==> src/rtl/gcd_pkg.sv <==
// Shared definitions for the GCD feeder: default datapath width and FSM encoding.
package gcd_pkg;

    localparam int GCD_W = 8;

    typedef enum logic [1:0] {
        ST_IDLE  = 2'd0,
        ST_ISSUE = 2'd1,
        ST_WAIT  = 2'd2
    } gcd_state_e;

endpackage : gcd_pkg

==> src/rtl/gcd_fifo.sv <==
// Operand-pair FIFO with combinational head read (dout always shows the oldest entry).
module gcd_fifo #(
    parameter int W2    = 16,
    parameter int DEPTH = 4
) (
    input  logic                         clk,
    input  logic                         reset,
    input  logic                         push,
    input  logic                         pop,
    input  logic [W2-1:0]                din,
    output logic [W2-1:0]                dout,
    output logic [$clog2(DEPTH+1)-1:0]   count
);

    localparam int PW = $clog2(DEPTH);
    localparam int CW = $clog2(DEPTH+1);

    logic [W2-1:0] mem_q [DEPTH];
    logic [PW-1:0] wr_ptr_q;
    logic [PW-1:0] rd_ptr_q;
    logic [CW-1:0] count_q;
    logic [CW-1:0] count_d;
    logic          push_ok_s;
    logic          pop_ok_s;

    // Guard against overflow/underflow even if the caller misbehaves.
    assign push_ok_s = push && (count_q < CW'(DEPTH));
    assign pop_ok_s  = pop && (count_q != {CW{1'b0}});

    // Occupancy update; simultaneous push and pop leave it unchanged.
    always_comb begin
        count_d = count_q;
        case ({push_ok_s, pop_ok_s})
            2'b10:   count_d = count_q + CW'(1);
            2'b01:   count_d = count_q - CW'(1);
            default: count_d = count_q;
        endcase
    end

    // Pointer and occupancy registers; pointers wrap naturally since DEPTH is a power of two.
    always_ff @(posedge clk or negedge reset) begin
        if (!reset) begin
            wr_ptr_q <= {PW{1'b0}};
            rd_ptr_q <= {PW{1'b0}};
            count_q  <= {CW{1'b0}};
        end else begin
            count_q <= count_d;
            if (push_ok_s) begin
                wr_ptr_q <= wr_ptr_q + PW'(1);
            end
            if (pop_ok_s) begin
                rd_ptr_q <= rd_ptr_q + PW'(1);
            end
        end
    end

    // Storage array.
    always_ff @(posedge clk) begin
        if (push_ok_s) begin
            mem_q[wr_ptr_q] <= din;
        end
    end

    assign dout  = mem_q[rd_ptr_q];
    assign count = count_q;

endmodule : gcd_fifo

==> src/rtl/gcd_feeder.sv <==
// Queues operand pairs and feeds them one at a time to an external GCD core,
// short-circuiting pairs with a zero operand and returning results in order.
module gcd_feeder
    import gcd_pkg::*;
#(
    parameter int W     = GCD_W,
    parameter int DEPTH = 4
) (
    input  logic                         clk,
    input  logic                         reset,
    input  logic                         in_valid,
    output logic                         in_ready,
    input  logic [W-1:0]                 in_a,
    input  logic [W-1:0]                 in_b,
    output logic                         core_start,
    output logic [W-1:0]                 core_a,
    output logic [W-1:0]                 core_b,
    input  logic                         core_done,
    input  logic [W-1:0]                 core_result,
    output logic                         out_valid,
    input  logic                         out_ready,
    output logic [W-1:0]                 out_result,
    output logic                         busy,
    output logic [$clog2(DEPTH+1)-1:0]   fifo_count
);

    localparam int CW = $clog2(DEPTH+1);

    gcd_state_e    state_q;
    gcd_state_e    state_d;
    logic [2*W-1:0] head_s;
    logic [W-1:0]  head_a_s;
    logic [W-1:0]  head_b_s;
    logic [CW-1:0] count_s;
    logic          push_s;
    logic          pop_s;
    logic          fifo_empty_s;
    logic          slot_free_s;
    logic          head_zero_s;

    logic          core_start_q, core_start_d;
    logic [W-1:0]  core_a_q, core_a_d;
    logic [W-1:0]  core_b_q, core_b_d;
    logic          out_valid_q, out_valid_d;
    logic [W-1:0]  out_result_q, out_result_d;

    gcd_fifo #(
        .W2    (2*W),
        .DEPTH (DEPTH)
    ) u_fifo (
        .clk   (clk),
        .reset (reset),
        .push  (push_s),
        .pop   (pop_s),
        .din   ({in_a, in_b}),
        .dout  (head_s),
        .count (count_s)
    );

    assign in_ready     = (count_s < CW'(DEPTH));
    assign push_s       = in_valid && in_ready;
    assign fifo_empty_s = (count_s == {CW{1'b0}});
    assign slot_free_s  = !out_valid_q || out_ready;
    assign head_a_s     = head_s[2*W-1:W];
    assign head_b_s     = head_s[W-1:0];
    assign head_zero_s  = (head_a_s == {W{1'b0}}) || (head_b_s == {W{1'b0}});

    // Next-state logic; a pop only happens from IDLE when the result slot can take its answer.
    always_comb begin
        state_d = state_q;
        pop_s   = 1'b0;
        case (state_q)
            ST_IDLE: begin
                if (!fifo_empty_s && slot_free_s) begin
                    pop_s = 1'b1;
                    if (head_zero_s) begin
                        state_d = ST_IDLE;
                    end else begin
                        state_d = ST_ISSUE;
                    end
                end else begin
                    state_d = ST_IDLE;
                end
            end
            ST_ISSUE: state_d = ST_WAIT;
            ST_WAIT: begin
                if (core_done) begin
                    state_d = ST_IDLE;
                end else begin
                    state_d = ST_WAIT;
                end
            end
            default: state_d = ST_IDLE;
        endcase
    end

    // Output next-values; gcd(x,0) = x, so a zero-operand pair resolves to a|b without the core.
    always_comb begin
        core_start_d = (state_d == ST_ISSUE);
        core_a_d     = core_a_q;
        core_b_d     = core_b_q;
        out_result_d = out_result_q;
        if (out_ready) begin
            out_valid_d = 1'b0;
        end else begin
            out_valid_d = out_valid_q;
        end
        if (pop_s) begin
            core_a_d = head_a_s;
            core_b_d = head_b_s;
            if (head_zero_s) begin
                out_valid_d  = 1'b1;
                out_result_d = head_a_s | head_b_s;
            end else begin
                out_result_d = out_result_q;
            end
        end else if ((state_q == ST_WAIT) && core_done) begin
            out_valid_d  = 1'b1;
            out_result_d = core_result;
        end else begin
            out_result_d = out_result_q;
        end
    end

    // State and output registers.
    always_ff @(posedge clk or negedge reset) begin
        if (!reset) begin
            state_q      <= ST_IDLE;
            core_start_q <= 1'b0;
            core_a_q     <= {W{1'b0}};
            core_b_q     <= {W{1'b0}};
            out_valid_q  <= 1'b0;
            out_result_q <= {W{1'b0}};
        end else begin
            state_q      <= state_d;
            core_start_q <= core_start_d;
            core_a_q     <= core_a_d;
            core_b_q     <= core_b_d;
            out_valid_q  <= out_valid_d;
            out_result_q <= out_result_d;
        end
    end

    assign core_start = core_start_q;
    assign core_a     = core_a_q;
    assign core_b     = core_b_q;
    assign out_valid  = out_valid_q;
    assign out_result = out_result_q;
    assign busy       = (state_q != ST_IDLE) || !fifo_empty_s;
    assign fifo_count = count_s;

endmodule : gcd_feeder

==> config.mk <==
export PLATFORM = sky130hd
export DESIGN_NAME = gcd_feeder
export DESIGN_NICKNAME = d
export VERILOG_FILES = /design/src/rtl/gcd_pkg.sv /design/src/rtl/gcd_fifo.sv /design/src/rtl/gcd_feeder.sv
export SDC_FILE = /design/constraint.sdc
export NUM_CORES = 1
export LEC_CHECK = 0
export ABC_AREA = 0
export CORE_ASPECT_RATIO = 0.6
export CORE_MARGIN = 1
export CORE_UTILIZATION = 58
export DETAILED_ROUTE_END_ITERATION = 10
export GPL_TIMING_DRIVEN = 1
export PLACE_DENSITY = 0.85
export SYNTH_ARGS = -nofsm -noshare
export SYNTH_HDL_FRONTEND = slang
export SYNTH_SLANG_ARGS = --single-unit
==> constraint.sdc <==
create_clock -name clk -period 7.5 [get_ports clk]
set_clock_uncertainty 0.2 [all_clocks]
set_input_delay 1.875 -clock clk [delete_from_list [all_inputs] [get_ports clk]]
set_output_delay 1.875 -clock clk [all_outputs]
set_load 0.01 [all_outputs]
Word-level counts from Yosys, hierarchy flattened
Memories as Yosys holds them, arrays and structs flattened.
Index checks and enable logic that the tools add are counted.
{"block": "word_totals", "regBits": 35, "ram_bits": 64, "inputBits": 29, "elab_cells": 57, "mem_count": 1}
{"memory": "u_fifo.mem_q", "depth": 4, "width": 16, "rd": 1, "rd_ports_with_merged_regs": 0, "write_ports": 1, "line": "gcd_fifo.sv:18", "source": "logic [W2-1:0] mem_q [DEPTH];"}
{"block": "op_classes", "add_sub_neg": 4, "magnitude_cmp": 1, "eq_ne": 6, "muxes": 16, "bitwise_logic": 1, "n_reduce_logical": 19}
{"op": "two-way mux 8 bit", "n": 3}
{"op": "zero test 8 bit", "n": 2}
{"op": "two-way mux 1 bit", "n": 9}
{"op": "OR 8 bit", "n": 1}
{"op": "== test 2 x 1 -> 1 bit (second input constant)", "n": 3}
{"op": "case mux 2 bit (3 select lines)", "n": 1}
{"op": "case mux 3 bit (2 select lines)", "n": 1}
{"op": "nonzero test 2 bit", "n": 3}
{"op": "logical AND 1 bit", "n": 5}
{"op": "adder 2 x 1 -> 2 bit (second input constant)", "n": 2}
{"op": "== test 2 bit (second input constant)", "n": 2}
{"op": "two-way mux 2 bit", "n": 2}
{"op": "adder 3 x 1 -> 3 bit (second input constant)", "n": 1}
{"op": "zero test 3 bit", "n": 1}
{"op": "logical OR 1 bit", "n": 3}
{"op": "less-than comparator 3 bit (second input constant)", "n": 1}
{"op": "nonzero test 3 bit", "n": 1}
{"op": "subtractor 3 x 1 -> 3 bit (second input constant)", "n": 1}
{"op": "zero test 1 bit", "n": 2}
{"op": "zero test 2 bit", "n": 1}
{"op": "inequality test 2 bit (second input constant)", "n": 1}
{"op": "AND reduction 2 bit", "n": 1}

Longest topological paths before layout
Gate-level depths: netlist of the first run.
{"block": "logic_depth", "word_depth": 8, "ltp_mapped": 11, "depth_no_buf": 9}

Hierarchy
Synthesis of the first run repeated with hierarchy kept, for this count alone.
{"block": "unflattened", "hier_cells": 261, "area_unflattened_um2": 4006.3}
{"mod": "gcd_fifo", "instances": 1, "cells_each": 121, "area_per_inst_um2": 2756.4, "seq_area_each_um2": 2097.0}
{"mod": "gcd_feeder", "instances": 1, "cells_each": 140, "area_per_inst_um2": 1249.9, "seq_area_each_um2": 700.7}

Worst setup path before layout of the first run
Ideal clock, no wire load.
{"block": "synth_timing", "path_type": "in2reg", "from": "in out_ready", "to": "reg u_fifo.count_q[2] (netlist: u_fifo.count[2])", "arrival_ps": 3811, "required_time_ps": 7220, "setup_slack_ps": 3409, "cell_stages": 11, "n_path_buf": 2, "path_cell_list": "nor2b_1 or4_1 clkbuf_1 inv_1 clkbuf_1 ha_1 inv_1 fa_1 xor2_1 nor2_1 xnor2_1"}
{"block": "synth_via", "elab_chain_len": 7, "elab_cells_between_ends": 9, "cone_classes": "eq/ne: 2; mux: 3; reduce/logical: 4"}
{"item": "start: declaration", "line": "gcd_feeder.sv:21", "source": "input logic out_ready,"}
{"item": "logical OR 1 bit (*)", "line": "gcd_feeder.sv:63", "source": "assign slot_free_s = !out_valid_q || out_ready;"}
{"item": "logical AND 1 bit (*)", "line": "gcd_feeder.sv:74", "source": "if (!fifo_empty_s && slot_free_s) begin"}
{"item": "two-way mux 1 bit (*)", "line": "gcd_feeder.sv:74"}
{"item": "two-way mux 1 bit (*)", "line": "gcd_feeder.sv:72", "source": "case (state_q)"}
{"item": "logical AND 1 bit (*)", "line": "gcd_fifo.sv:28", "source": "assign pop_ok_s = pop && (count_q != {CW{1'b0}});"}
{"item": "named net u_fifo.pop_ok_s", "line": "gcd_fifo.sv:24", "source": "logic pop_ok_s;"}
{"item": "== test 2 x 1 -> 1 bit / == test 2 bit (equally long branches)", "line": "gcd_fifo.sv:33", "source": "case ({push_ok_s, pop_ok_s})"}
{"item": "case mux 3 bit (2 select lines) / nonzero test 2 bit (equally long branches)"}
{"item": "end signal: assignment", "line": "gcd_fifo.sv:45", "source": "count_q <= {CW{1'b0}};"}
{"item": "end signal: assignment", "line": "gcd_fifo.sv:47", "source": "count_q <= count_d;"}
{"item": "end: declaration", "line": "gcd_fifo.sv:21", "source": "logic [CW-1:0] count_q;"}
The timed path passes the listed nets; every way through them passes the cells marked *.
A chain may end at the register's enable or synchronous reset.

Worst setup path after layout of the first run
{"block": "layout_timing", "from": "in out_ready", "to": "reg u_fifo.count_q[2] (netlist: u_fifo.count[2])"}
{"block": "layout_via", "elab_chain_len": 7, "elab_cells_between_ends": 9, "cone_classes": "eq/ne: 2; mux: 3; reduce/logical: 4"}
{"item": "logical OR 1 bit (*)", "line": "gcd_feeder.sv:63"}
{"item": "logical AND 1 bit (*)", "line": "gcd_feeder.sv:74"}
{"item": "two-way mux 1 bit (*)", "line": "gcd_feeder.sv:74"}
{"item": "two-way mux 1 bit (*)", "line": "gcd_feeder.sv:72"}
{"item": "logical AND 1 bit (*)", "line": "gcd_fifo.sv:28"}
{"item": "== test 2 x 1 -> 1 bit / == test 2 bit (equally long branches)", "line": "gcd_fifo.sv:33"}
{"item": "case mux 3 bit (2 select lines) / nonzero test 2 bit (equally long branches)"}
Mark *: on every way between the ends. The rest lies on a longest branch, timed or not.

==> run summary, run 1 <==
==============================================================================
Result of the run ...............................................    completed
Initial antenna violation count .................................            0
Fill count ......................................................          433
Maximum number of pins on one net before global-route repair ....           36
WL per Instance .................................................     19.31 um
Worst hold path startpoint ......................................    core_a[4]
Net total in the final layout ...................................          353
Endpoint kind of the worst setup timing path ....................    flip-flop
Class of the tightest hold or removal check .....................   reg -> reg
Core Area ....................................................... 0.006676 sq mm
Power Dens Cells ................................................ 408.1 mW/mm^2
Post-route DRC violation count ..................................            0
Num CTS Buffers .................................................            9
Post-synthesis instance area .................................... 0.004005 sq mm
Post-Syn Area per Cell ..........................................  15.35 sq um
Total Die Area .................................................. 0.007252 sq mm
Portion of the post-synthesis area used by sequential elements ..       69.85%
Final number of max-transition violations .......................            0
Number of nets with antenna violations after detailed routing ...            0
Setup WS pre-CTS ................................................     2.364 ns
Count of hold-fix buffers inserted at cts .......................            0
Primary flip-flop cell chosen by synthesis mapping ..............     edfxtp_1
Ordered cell list for the critical path ......................... clkdlybuf4s50_1, nor2b_1, or4_1, inv_1, ha_1, inv_1, fa_1, xor2_1, nor2_1, xnor2_1
Worst-skew pair later-pin latency ...............................      0.34 ns
Layout Cell Area excl Fill ...................................... 0.004917 sq mm
Count of cells along the worst hold path ........................            2
Worst rel slew slack ............................................       35.20%
Vias ............................................................         2360
Number of gates given a new drive strength after cts ............            0
Worst Path Arrival ..............................................      4.86 ns
Terminus of the critical flop-to-flop path ...................... out_result[2]
Part of the cycle the worst path needs ..........................       63.94%
Boundary Pins ...................................................           60
Clock root cell .................................................    clkbuf_16
Last weighted congestion value of the routability-driven placer .       0.8271
CTS H-Tree Depth ................................................            3
Area Overhead vs Synth ..........................................       22.77%
Buffers from clock root to sink, at most ........................            2
Port Buffer Count ...............................................           59
Fmax ............................................................    208.5 MHz
Kind of critical path ...........................................    in -> reg
Fraction of final layout cells sized beyond drive strength 1 ....       7.740%
Number of maximum-capacitance constraint violations .............            0
Slew at the pin closest to its max-slew limit ...................    0.9720 ns
Count of inserted antenna diode cells ...........................            0
Worst Hold Path EP ..............................................    core_a[4]
Cell mode on critical path ......................................        inv_1
Crit path buf inv count .........................................            3
Critical path depth in cells ....................................           10
Vias in the first global route ..................................         2244
Post-synthesis sequential element count .........................           99
Worst path required time ........................................      7.56 ns
Reg2Reg Setup Slack .............................................      4.03 ns
Clk pin slew, worst setup/hold paths ............................      0.06 ns
Async set-or-reset flop fraction in the synthesized netlist .....       35.35%
Postcts setup bufs ..............................................            0
Gate count of the mapped netlist ................................          261
Number of cells on the worst reg-to-reg path ....................            5
Cell type of the slowest stage on the worst timing path .........        or4_1
GRT Util Overall ................................................       24.20%
Leakage dissipation .............................................     1.867 nW
Final critical path time including I/O delays and setup .........     4.796 ns
Wire length of the first global-routing pass ....................     12.08 mm
Final-report hold violation count ...............................            0
Iteration-0 DRC count of the detailed router ....................          213
Crit path max fanout ............................................           27
Cell row count ..................................................           23
Setup repair after global routing missed its margin .............           no
Utilization after layout ........................................       73.65%
Distinct cells, synth ...........................................           34
Worst reg2reg path startpoint ................................... u_fifo.rd_ptr_q[0]
Length of the first detailed-routing pass in iterations .........            5
DRT Wirelength ..................................................     7.916 mm
Via-per-instance ratio ..........................................        5.756
Slowest cell delay on critical path .............................      0.80 ns
Largest delay share family, worst path .......................... buffers and inverters
Net count of the mapped netlist .................................          296
Number of setup violations in the final report ..................            0
Crit path launch type ...........................................    input pin
Post-DP HPWL ....................................................     5.287 mm
Number of sinks on the clock net ................................           99
Vertical die dimension ..........................................     66.37 um
TritonCTS clock tree ............................................         done
Peak supply drop ................................................  0.0002511 V
EDFF count, synth ...............................................           64
Yosys warns .....................................................            0
Placed instance area ............................................ 0.004618 sq mm
Initial Utilization .............................................       59.99%
Worst setup slack after layout ..................................     2.704 ns
Setup total negative slack ......................................         0 ns
Chip width ......................................................     109.3 um
Total global routing overflow ...................................            0
==============================================================================
where the power goes:
part	switching, W	internal (W)	total [W]
registers	0.000117	0.000733	0.000850
clock network	0.000196	0.000262	0.000458
logic	0.000351	0.000347	0.000698
total	0.000663	0.00134	0.00201
cell usage after synthesis (all sizes together), types with 2 or more instances:
library cell	n	area, sq um
nor2b	2	12.51
and3	2	12.51
and2	4	25.02
xnor2	5	43.79
dfrtp	35	875.8
ha	5	62.56
buf	8	71.32
a211oi	8	60.06
a2111oi	6	60.05
clkbuf	6	22.52
nand2	54	202.7
inv	8	30.03
nor2	20	75.07
or3	2	12.51
mux4	16	390.4
a21oi	2	10.01
nor4	4	25.02
edfxtp	64	1922
final cells by class:
cell class	count	area, sq um	share of cell area (%)
clock buffers	10	229.0	4.656
clock inverters	6	70.07	1.425
inverters	8	30.03	0.6107
multi-input cells	140	1084	22.04
flip-flops and latches	99	2798	56.90
well taps	87	108.9	2.214
repair buffers	60	598.1	12.16
placed cells by master (no fill, tap or decap), types with 2 or more instances in the layout:
master | Yosys | routed
or3_1 | 2 | 2
clkdlybuf4s50_1 | 0 | 59
inv_1 | 8 | 8
mux4_1 | 8 | 8
clkbuf_16 | 0 | 9
a2111oi_0 | 4 | 4
nor2_1 | 20 | 20
xnor2_1 | 5 | 5
dfrtp_1 | 35 | 35
nand2_1 | 54 | 54
a211oi_1 | 8 | 8
edfxtp_1 | 64 | 64
and2_1 | 4 | 4
ha_1 | 5 | 5
nor2b_1 | 2 | 2
and3_1 | 2 | 2
mux4_2 | 8 | 8
inv_6 | 0 | 2
a21oi_1 | 2 | 2
nor4_1 | 4 | 4
state kept, by name (all words and copies together), names as in the netlist:
register,cells
core_a,8
core_b,8
core_start,1
out_result,8
out_valid,1
state_q,2
u_fifo.count,3
u_fifo.mem_q,64
u_fifo.rd_ptr_q,2
u_fifo.wr_ptr_q,2
stage by stage:
stage | power [W] | cells | hold WS, ns
final | 0.002006 | 410 | 0.2809
after global routing | 0.002123 | 410 | 0.3008
after CTS | 0.002019 | 410 | 0.2835
after detailed placement | 0.001556 | 394 | 0.2675
after global placement | 0.001525 | 394 | 0.2633
after floorplan | 0.001270 | 261 | 0.3139
worst max path at each step:
stage / start / to
after global routing: out_ready / u_fifo.count[2]
final: out_ready / u_fifo.count[2]
after global placement: out_ready / u_fifo.count[2]
after floorplan: out_ready / u_fifo.count[2]
after CTS: out_ready / u_fifo.count[2]
after detailed placement: out_ready / u_fifo.count[2]
logic make-up (layout without fill, tap and decap cells):
family	Yosys count	in the layout	share of synthesized area, %
flip-flops	99	99	69.85
AND/OR/NAND/NOR	92	92	9.840
buffers and inverters	22	84	3.093
AO/OA/AOI/OAI	18	18	3.561
multiplexers	18	18	10.28
adder cells (fa/ha/maj)	6	6	2.062
XOR/XNOR	6	6	1.312
per-layer routing:
metal	vias up	track usage [%]	share of wire, %
met5	-	0	0
met4	0	6.333	0.39
met3	4	8.571	8.9
met2	112	35.61	47
met1	1175	34.54	44
li1	1069	-	-
worst register-to-register path, cell delays in order (launching register included):
cell	delay, ns
dfrtp_1	0.98
mux4_1	0.76
nor4_1	0.32
nand2_1	0.27
a2111oi_0	0.69
a211oi_1	0.10
Note: power is estimated with default switching activity, not from simulation.
==> inputs of run 2 (changes only) <==
--- a/config.mk
+++ b/config.mk
@@ -8,10 +8,10 @@
 export ABC_AREA = 0
 export CORE_ASPECT_RATIO = 0.6
 export CORE_MARGIN = 1
-export CORE_UTILIZATION = 58
+export CORE_UTILIZATION = 53
 export DETAILED_ROUTE_END_ITERATION = 10
 export GPL_TIMING_DRIVEN = 1
-export PLACE_DENSITY = 0.85
+export PLACE_DENSITY = 0.78
 export SYNTH_ARGS = -nofsm -noshare
 export SYNTH_HDL_FRONTEND = slang
 export SYNTH_SLANG_ARGS = --single-unit
==> constraint.sdc (replaced) <==
create_clock -name clk -period 4.8 [get_ports clk]
set_clock_uncertainty 0.2 [all_clocks]
set_input_delay 1.2 -clock clk [delete_from_list [all_inputs] [get_ports clk]]
set_output_delay 1.2 -clock clk [all_outputs]
set_load 0.01 [all_outputs]
==> run 2 against run 1 <==
  * Sequential share of layout area decreased by 0.45 points
  * Via count increased by 0.30%
  * Combinational power increased by 63%
  * Sequential cell count unchanged
  * Sequential power increased by 53%
  * Die area increased by 9.2%
  * Setup slack got worse by 1.3 ns
  * Global-route usage decreased by 2.2 points
  * Non-clock buffer count increased by 3
  * Largest cell class unchanged
  * Highest routed layer unchanged
==> run summary, run 2 (synthesized netlist as in run 1, its figures left out) <==
==============================================================================
Result of the run ...............................................    completed
Number of gates given a new drive strength after cts ............            0   unchanged
Power Dens Cells ................................................ 632.8 mW/mm^2   +55%
Peak supply drop ................................................  0.0002652 V   +5.6%
Buffers from clock root to sink, at most ........................            2   unchanged
Port Buffer Count ...............................................           59   unchanged
Clock root cell .................................................    clkbuf_16
Class of the tightest hold or removal check .....................   reg -> reg
DRT Wirelength ..................................................     7.778 mm   -1.7%
WL per Instance .................................................     18.09 um   -6.3%
Top reg by flops ................................................ u_fifo.mem_q
Total net switching power .......................................   0.001063 W   +60%
Post-route DRC violation count ..................................            0   unchanged
Post-DP HPWL ....................................................     5.198 mm   -1.7%
Fmax ............................................................    294.4 MHz
Count of cells along the worst hold path ........................            2   unchanged
Commonest cells after routing, fill and taps aside .............. edfxtp_1 (64), clkdlybuf4s50_1 (59), nand2_1 (54), dfrtp_1 (35), nor2_1 (20)
Vias ............................................................         2367   +0.30%
Crit path max fanout ............................................           27   unchanged
Number of cells on the worst reg-to-reg path ....................            6   +1
Worst rel slew slack ............................................       44.43%   +9.2 points
Initial antenna violation count .................................            0   unchanged
Fraction of final layout cells sized beyond drive strength 1 ....       8.896%   +1.2 points
Leakage dissipation .............................................     1.883 nW   +0.86%
Boundary Pins ...................................................           60   unchanged
Part of the cycle the worst path needs ..........................       70.77%
Routed length on met3 ...........................................       547 um   -22%
Slew at the pin closest to its max-slew limit ...................    0.8335 ns   -0.1384 ns
Cell row count ..................................................           24   +4.3%
Worst path required time ........................................      4.86 ns   -2.70 ns
Final-report hold violation count ...............................            0   unchanged
Worst Path Arrival ..............................................      3.46 ns   -1.40 ns
Worst setup startpoint ..........................................    out_ready
Storage element area ............................................ 0.002798 sq mm   unchanged
Worst-skew pair later-pin latency ...............................      0.34 ns   about the same
Core Area ....................................................... 0.007297 sq mm   +9.3%
Iteration-0 DRC count of the detailed router ....................          185   -13%
Worst reg2reg path startpoint ................................... u_fifo.rd_ptr_q[0]
Number of setup violations in the final report ..................            0   unchanged
Total global routing overflow ...................................            0   unchanged
Most common cell after layout, fill and taps aside ..............     edfxtp_1
Count of hold-fix buffers inserted at cts .......................            0   unchanged
Wire length of the first global-routing pass ....................     12.65 mm   +4.8%
Num CTS Buffers .................................................            9   unchanged
CTS H-Tree Depth ................................................            3   unchanged
Length of the first detailed-routing pass in iterations .........            4   -1
TritonCTS clock tree ............................................         done
Vertical die dimension ..........................................     69.34 um   +4.5%
Internal portion of total power .................................   0.002073 W   +54%
Postcts setup bufs ..............................................            0   unchanged
Clk pin slew, worst setup/hold paths ............................      0.07 ns   about the same
Final number of max-transition violations .......................            0   unchanged
Post-Route M1 WL ................................................     3.663 mm   +5.6%
Comb pwr share ..................................................        36.4%   +1.6 points
Terminus of the critical flop-to-flop path ...................... out_result[5]
Worst hold path startpoint ......................................    core_a[6]
Maximum number of pins on one net before global-route repair ....           36   unchanged
Number of nets with antenna violations after detailed routing ...            0   unchanged
Via-per-instance ratio ..........................................        5.505   -4.4%
Final critical path time including I/O delays and setup .........     3.397 ns
Initial Utilization .............................................       54.89%   -5.1 points
Portion of total power attributed to sequential cells ...........        41.5%   -0.9 points
Crit path launch type ...........................................    input pin
Number of sinks on the clock net ................................           99   unchanged
Highest layer used for signal routing ...........................         met4
Kind of critical path ...........................................    in -> reg
Footprint of the multi-input gates .............................. 0.001084 sq mm   unchanged
Vias in the first global route ..................................         2400   +7.0%
Dpl cells .......................................................          414   +5.1%
Max FFs per register ............................................           64   unchanged
GRT Util Overall ................................................       22.02%   -2.2 points
Clock Power Share ...............................................        22.1%   -0.7 points
Post-layout instance count excluding filler cells ...............          430   +4.9%
Net total in the final layout ...................................          356   +0.85%
Switching part of the total .....................................       33.88%   +0.82 points
Count of inserted antenna diode cells ...........................            0   unchanged
Fill count ......................................................          517   +19%
Met2 WL post-DR .................................................     3.516 mm   -5.3%
Reg2Reg Setup Slack .............................................      1.54 ns   -2.49 ns
Setup total negative slack ......................................         0 ns   unchanged
Number of maximum-capacitance constraint violations .............            0   unchanged
Endpoint kind of the worst setup timing path ....................    flip-flop
Chip width ......................................................     114.2 um   +4.5%
Area Overhead vs Synth ..........................................       23.74%
Setup repair after global routing missed its margin .............           no
Total Die Area .................................................. 0.007920 sq mm   +9.2%
Last weighted congestion value of the routability-driven placer .       0.8226   -0.54%
Worst Hold Path EP ..............................................    core_a[6]
==============================================================================
[run 2: worst max-delay path, cell delays in order]
cell	delay, ns
clkdlybuf4s50_1	0.46
nor2b_1	0.05
or4_1	0.41
buf_4	0.24
inv_1	0.11
ha_1	0.18
inv_1	0.06
fa_1	0.37
xor2_1	0.15
nor2_1	0.11
xnor2_1	0.12
[run 2: worst max-delay path by stage]
stage                            endpoint  cells past startpoint
final                     u_fifo.count[2]                     11
after floorplan           u_fifo.count[2]                     11
after detailed placement  u_fifo.count[2]                     11
after global routing      u_fifo.count[2]                     11
after global placement    u_fifo.count[2]                     11
after CTS                 u_fifo.count[2]                     11
[run 2: metal layers]
| metal | GRT usage (%) | vias up |
|---|---|---|
| met3 | 6.556 | 6 |
| met4 | 6.494 | 0 |
| met5 | 0 | - |
| met1 | 32.69 | 1186 |
| li1 | - | 1083 |
| met2 | 31.85 | 92 |
[run 2: cell type report]
class | count | share of cell area (%)
sequential | 99 | 56.45
multi-input combinational | 140 | 21.86
timing repair buffer | 63 | 12.52
clock buffer | 9 | 4.544
tap | 104 | 2.626
clock inverter | 7 | 1.389
inverter | 8 | 0.6059
[run 2: power groups by stage]
stage          Sequential [W]  Combinational, W  Clock (W)
5_1_grt               0.00133           0.00126   0.000739
4_1_cts               0.00130           0.00115   0.000702
2_1_floorplan         0.00130          0.000679          0
3_3_place_gp          0.00131           0.00112          0
6_report              0.00130           0.00114   0.000693
3_5_place_dp          0.00132           0.00115          0
[run 2: per-stage QoR]
stage          total power (W)  hold WS, ns  instance area (sq um)  setup slack (ns)  util, %
6_report              0.003136       0.2781                   4956             1.403    67.92
5_1_grt               0.003327       0.3224                   4956             1.254    67.92
4_1_cts               0.003154       0.2847                   4956             1.417    67.92
3_5_place_dp          0.002465       0.2677                   4662             1.073    63.89
3_3_place_gp          0.002430       0.2654                   4662             1.112    63.89
2_1_floorplan         0.001984       0.3139                   4005             1.384        -
